<file path="config.mk">
export PLATFORM = sky130hd
export DESIGN_NAME = dac_spi_master
export DESIGN_NICKNAME = d
export VERILOG_FILES = /design/src/rtl/dac_spi_master.sv
export SDC_FILE = /design/constraint.sdc
export NUM_CORES = 1
export LEC_CHECK = 0
export CAP_MARGIN = 10
export CORE_MARGIN = 1
export CORE_UTILIZATION = 48
export CTS_CLUSTER_DIAMETER = 100
export DETAILED_ROUTE_END_ITERATION = 7
export PLACE_DENSITY = 0.78
export REMOVE_ABC_BUFFERS = 1
export SLEW_MARGIN = 20
export SYNTH_ARGS = -nofsm -noshare
export SYNTH_HDL_FRONTEND = slang
export SYNTH_SLANG_ARGS = --single-unit
</file>
<file path="constraint.sdc">
create_clock -name CLK -period 2.2 [get_ports CLK]
set_input_delay 0.44 -clock CLK [delete_from_list [all_inputs] [get_ports CLK]]
set_output_delay 0.44 -clock CLK [all_outputs]
set_load 0.02 [all_outputs]
</file>
<file path="src/rtl/dac_spi_master.sv">
// SPI master for a dual-channel serial DAC: one 24-bit frame per accepted word.
// Mode 0 (SCK idles low), MSB first, one-deep input holding register.
module dac_spi_master #(
    parameter int         CLK_DIV    = 4,
    parameter int         CS_GAP     = 4,
    parameter logic [3:0] CTRL_UPPER = 4'h0,
    parameter bit         INVERT_MSB = 1'b0
) (
    input  logic        CLK,
    input  logic        RESET,
    input  logic        IN_VALID,
    output logic        IN_READY,
    input  logic [3:0]  IN_CHAN,
    input  logic [15:0] IN_DATA,
    output logic        BUSY,
    output logic        DONE,
    output logic        CS_,
    output logic        SCK,
    output logic        SDO
);

    localparam int DW = (CLK_DIV > 1) ? $clog2(CLK_DIV) : 1;
    localparam int GW = (CS_GAP > 1) ? $clog2(CS_GAP) : 1;

    typedef enum logic [2:0] {
        IDLE,
        SETUP,
        SHIFT,
        HOLD,
        GAP
    } state_t;

    state_t        state, state_nx;
    logic [DW-1:0] div_cnt, div_nx;
    logic [GW-1:0] gap_cnt, gap_nx;
    logic [4:0]    bit_cnt, bit_nx;
    logic [23:0]   shreg, shreg_nx;
    logic [23:0]   hold_word;
    logic          hold_full;
    logic          cs_q, cs_nx;
    logic          sck_q, sck_nx;
    logic          sdo_q, sdo_nx;
    logic          done_q, done_nx;
    logic          load;
    logic          accept;
    logic          div_end;
    logic          gap_end;
    logic [15:0]   data_x;

    assign data_x   = INVERT_MSB ? {~IN_DATA[15], IN_DATA[14:0]} : IN_DATA;
    assign accept   = IN_VALID & ~hold_full;
    assign div_end  = (div_cnt == DW'(CLK_DIV - 1));
    assign gap_end  = (gap_cnt == GW'(CS_GAP - 1));

    assign IN_READY = ~hold_full;
    assign BUSY     = (state != IDLE);
    assign DONE     = done_q;
    assign CS_      = cs_q;
    assign SCK      = sck_q;
    assign SDO      = sdo_q;

    // Accept and load never coincide: accept needs the register empty.
    always_ff @(posedge CLK) begin
        if (RESET) begin
            hold_full <= 1'b0;
            hold_word <= '0;
        end else if (accept) begin
            hold_full <= 1'b1;
            hold_word <= {CTRL_UPPER, IN_CHAN, data_x};
        end else if (load) begin
            hold_full <= 1'b0;
        end
    end

    always_ff @(posedge CLK) begin
        if (RESET) begin
            state   <= IDLE;
            div_cnt <= '0;
            gap_cnt <= '0;
            bit_cnt <= '0;
            shreg   <= '0;
            cs_q    <= 1'b1;
            sck_q   <= 1'b0;
            sdo_q   <= 1'b0;
            done_q  <= 1'b0;
        end else begin
            state   <= state_nx;
            div_cnt <= div_nx;
            gap_cnt <= gap_nx;
            bit_cnt <= bit_nx;
            shreg   <= shreg_nx;
            cs_q    <= cs_nx;
            sck_q   <= sck_nx;
            sdo_q   <= sdo_nx;
            done_q  <= done_nx;
        end
    end

    always_comb begin
        state_nx = state;
        div_nx   = div_cnt;
        gap_nx   = gap_cnt;
        bit_nx   = bit_cnt;
        shreg_nx = shreg;
        cs_nx    = cs_q;
        sck_nx   = sck_q;
        sdo_nx   = sdo_q;
        done_nx  = 1'b0;
        load     = 1'b0;

        unique case (state)
            IDLE: begin
                sck_nx = 1'b0;
                cs_nx  = 1'b1;
                if (hold_full) begin
                    load = 1'b1;
                end
            end
            SETUP: begin
                if (div_end) begin
                    div_nx   = '0;
                    sck_nx   = 1'b1;
                    bit_nx   = 5'd23;
                    state_nx = SHIFT;
                end else begin
                    div_nx = div_cnt + DW'(1);
                end
            end
            SHIFT: begin
                if (!div_end) begin
                    div_nx = div_cnt + DW'(1);
                end else begin
                    div_nx = '0;
                    // SDO only moves on the falling edge of SCK.
                    if (sck_q) begin
                        sck_nx = 1'b0;
                        sdo_nx = (bit_cnt == 5'd0) ? 1'b0
                                                   : shreg[bit_cnt - 5'd1];
                    end else if (bit_cnt == 5'd0) begin
                        state_nx = HOLD;
                    end else begin
                        sck_nx = 1'b1;
                        bit_nx = bit_cnt - 5'd1;
                    end
                end
            end
            HOLD: begin
                if (div_end) begin
                    div_nx   = '0;
                    gap_nx   = '0;
                    cs_nx    = 1'b1;
                    done_nx  = 1'b1;
                    state_nx = GAP;
                end else begin
                    div_nx = div_cnt + DW'(1);
                end
            end
            GAP: begin
                if (gap_end) begin
                    if (hold_full) begin
                        load = 1'b1;
                    end else begin
                        state_nx = IDLE;
                    end
                end else begin
                    gap_nx = gap_cnt + GW'(1);
                end
            end
            default: begin
                state_nx = IDLE;
            end
        endcase

        if (load) begin
            shreg_nx = hold_word;
            cs_nx    = 1'b0;
            sck_nx   = 1'b0;
            sdo_nx   = hold_word[23];
            div_nx   = '0;
            state_nx = SETUP;
        end
    end

endmodule

</file>
==> impl_summary.log <==
INFO  metric post-synth-top-area-fraction = 44.1%
INFO  metric detail_route.iter0.violations = 191
INFO  metric drv_cap = 0
INFO  metric syn_to_layout_area_delta = 21.7%
INFO  metric setup_viol = 0
INFO  metric avgSynthCellArea = 7.96 sq um
INFO  metric timing_worst_slew_pin_value = 0.632 ns
INFO  metric synthesis.instances = 325
INFO  metric cts_root_buf = sky130_fd_sc_hd__clkbuf_8
INFO  metric critPathTopFamily = buffers and inverters
INFO  metric critPathArrivalTime = between 1.5 and 2 ns
INFO  metric clock_skew_after_layout = 0.00669 ns
INFO  metric coreArea = 5140 sq um
INFO  metric crit_chain = or3_1 > clkdlybuf4s50_1
INFO  metric internal-power = 1750 uW
INFO  metric router_iterations_before_antenna_repair = 4
INFO  metric layout.cells.most_common_list = 93 x sky130_fd_sc_hd__nand2_1, 55 x sky130_fd_sc_hd__dfxtp_1, 50 x sky130_fd_sc_hd__a21oi_1, 28 x sky130_fd_sc_hd__clkdlybuf4s50_1, 22 x sky130_fd_sc_hd__nor2_1
INFO  metric netSwitchingFraction = 23.7%
INFO  metric worst_setup_hold_path_clk_slew = 0.06 ns
INFO  metric max-slew-margin-rel = 57.7%
INFO  metric die_width = 75.4 microns
INFO  metric drt_drc_violations_left = 0
INFO  metric period_minus_slack = just over 2 ns
INFO  metric fp-row-count = 26
INFO  metric grt_remaining_overflow = 0
INFO  metric final_common_cell = sky130_fd_sc_hd__nand2_1
INFO  metric post-route-util = 61.2%
INFO  metric synth_sequential_area_ratio = 44.1%
INFO  metric path_class = register to output pin
INFO  metric tritoncts = built
INFO  metric post-layout-total-power = 2300 uW
INFO  metric num-fill-cells = 493
INFO  metric rsz0062_at_grt = false
INFO  metric route.detailed.vias_per_inst = 5.25
INFO  metric outcome = finished, final reports clean
INFO  metric critPathCaptureType = output pin
INFO  metric antenna_found_initial = 0
INFO  metric hpwl = 3670 microns
INFO  metric power_density = 729 nW/um^2
INFO  metric first_global_vias = between 1500 and 2000
INFO  metric ys_types = between 40 and 50
INFO  metric top_level_ports = 29
INFO  metric power.clock.fraction = 42.4%
INFO  metric wl_per_cell = 12.2 microns
INFO  metric postRouteAntennaNets = 0
INFO  metric postSynth.asyncResetShare = 0%
INFO  metric cts.path.max_buffers = 2
INFO  metric cts.sink_count = 57
INFO  metric peakVddDrop = roughly 0.45 mV
INFO  metric critPathMaxFanout = 13
INFO  metric synth.ff_latch_count = 57
INFO  metric p_leak = 0.00116 uW
INFO  metric r2r_setup_slack = 0.22 ns
INFO  metric hold-worst-slack = approximately 0.45 ns
INFO  metric ys.flop_type = sky130_fd_sc_hd__dfxtp_1
INFO  metric initial_utilization = 50.3%
INFO  metric insertedDiodeCount = 0
INFO  metric dp_worst_setup_slack = 0.107 ns
INFO  metric layout.nets = between 300 and 400
INFO  metric crit_slowest_cell = sky130_fd_sc_hd__clkdlybuf4s50_1
INFO  metric post_route_cells_drive_above_1_share = 11.7%
INFO  metric dominant_cells_by_area_after_synthesis = sky130_fd_sc_hd__dfxtp_1 44%, sky130_fd_sc_hd__nand2_1 13%, sky130_fd_sc_hd__a21oi_1 9.7%
INFO  metric combinationalPowerShare = 9.6%
INFO  metric postCtsSetupRepairBufs = 0
INFO  metric p_sw = between 500 and 600 uW
INFO  metric cts-htree-levels = 3
INFO  metric worst_path_largest_cell_delay = ~0.54 ns
INFO  metric ratio_of_final_minimum_period_to_clock_period = 94.4%
INFO  metric netlist_area = 2590 sq um
INFO  metric cell_taking_the_most_area_after_synthesis = sky130_fd_sc_hd__dfxtp_1
INFO  metric power_frac_seq = 48.1%
INFO  metric fin_setup_tns = 0 ns
INFO  metric place.port_buffers = 28
INFO  metric kind_of_start_point_of_the_critical_path = register
INFO  metric place_congestion = 0.894
INFO  metric yosys_warning_total = 0
INFO  metric hold_path_class = register to register
INFO  metric total_routed_wirelength = about 5200 microns
INFO  metric die-area = between 5000 and 6000 sq um
INFO  metric setup_slack = approximately 0.12 ns
INFO  metric cts.repair.resized = 0
INFO  metric maxClockFrequency = 482 MHz
INFO  metric numCtsBuffers = 9
INFO  metric die_height = approximately 75 microns
INFO  metric overall_fraction_of_global_route_tracks_in_use = ~22%
INFO  metric clock_latency = between 0.3 and 0.4 ns
INFO  metric finalMaxSlewViolations = 0
INFO  metric grt_pass1_wl = 9070 microns
INFO  metric route.vias.total = 2246
INFO  metric hold_viol = 0
INFO  metric synth_enable_flop_cells = 0
INFO  metric ctsHoldBuffers = 0
INFO  metric crit_required = 1.76 ns
INFO  metric grt_start_max_net_pins = 34
INFO  metric wp_buf_inv = 1
[power groups by stage]
stage / clock, uW / sequential [uW] / combinational, uW
after global routing: 1040 / 1110 / 248
after CTS: 992 / 1100 / 223
after detailed placement: 0 / 1130 / 222
after floorplan: 0 / 1120 / 114
final: 973 / 1100 / 220
after global placement: 0 / 1120 / 216
[sequential cells by signal, indices dropped and copies added, names as in the netlist]
name	cells
hold_word	20
shreg	20
bit_cnt	5
state	3
div_cnt	2
gap_cnt	2
CS_	1
DONE	1
SCK	1
SDO	1
hold_full	1
[stage by stage]
step           instances  area [sq um]
6_report             428          3150
5_1_grt              428          3150
4_1_cts              428          3140
3_5_place_dp         413          2950
3_3_place_gp         413          2950
2_1_floorplan        302          2480
[worst paths after layout]
check	start	endpoint	cells past startpoint
setup / recovery	state[0]	BUSY	2
hold / removal	shreg[6]	shreg[6]	2
setup reg to reg	bit_cnt[1]	SDO	7
hold reg to reg	shreg[6]	shreg[6]	2
[cell usage after synthesis, types with 2 or more instances]
library cell	number
sky130_fd_sc_hd__a31oi_1	3
sky130_fd_sc_hd__nor3_1	7
sky130_fd_sc_hd__mux2i_1	2
sky130_fd_sc_hd__nand3_1	5
sky130_fd_sc_hd__o221a_2	2
sky130_fd_sc_hd__mux4_1	2
sky130_fd_sc_hd__or3_1	2
sky130_fd_sc_hd__mux4_2	3
sky130_fd_sc_hd__a221oi_1	2
sky130_fd_sc_hd__clkbuf_1	13
sky130_fd_sc_hd__a21boi_0	2
sky130_fd_sc_hd__o21ai_0	10
sky130_fd_sc_hd__nand2_1	93
sky130_fd_sc_hd__dfxtp_1	57
sky130_fd_sc_hd__nor2b_1	2
sky130_fd_sc_hd__inv_1	7
sky130_fd_sc_hd__buf_2	8
sky130_fd_sc_hd__nor4_1	2
sky130_fd_sc_hd__nor2_1	22
sky130_fd_sc_hd__ha_1	3
sky130_fd_sc_hd__nand2b_1	5
sky130_fd_sc_hd__a21oi_1	50
[final cells by class]
class | instances | area, sq um | area share [%]
Clock buffer | 12 | 155 | 4.93
Clock inverter | 3 | 40.0 | 1.27
Inverter | 7 | 26.3 | 0.835
Multi-Input combinational cell | 238 | 1320 | 41.9
Sequential cell | 57 | 1140 | 36.3
Tap cell | 70 | 87.6 | 2.78
Timing Repair Buffer | 41 | 378 | 12.0
[logic make-up after synthesis]
| logic type | count (synthesis) | synth area share (%) |
|---|---|---|
| buffers and inverters | 30 | 5.03 |
| AOI/OAI and AO/OA | 78 | 17.5 |
| and+or+nand+nor | 146 | 25.0 |
| adders and majority gates | 4 | 1.84 |
| DFF | 57 | 44.1 |
| muxes | 8 | 5.85 |
| xor gates and xnor gates | 2 | 0.677 |
[worst register-to-register path, stage by stage, from the launching register on]
cell and delay, ns:
sky130_fd_sc_hd__dfxtp_2 0.38, sky130_fd_sc_hd__inv_1 0.07, sky130_fd_sc_hd__ha_2 0.42, sky130_fd_sc_hd__mux2_2 0.36, sky130_fd_sc_hd__a31oi_1 0.16, sky130_fd_sc_hd__a21oi_1 0.07, sky130_fd_sc_hd__nor4b_2 0.29, sky130_fd_sc_hd__o22ai_1 0.11
[metal layers]
metal	global-route usage [%]	vias up	wire (microns)
li1	-	1165	-
met1	27.8	1000	2350
met2	33.3	68	2430
met3	6.48	13	314
met4	11.7	0	128
met5	0	-	0
Power figures use the tool's default switching activity.
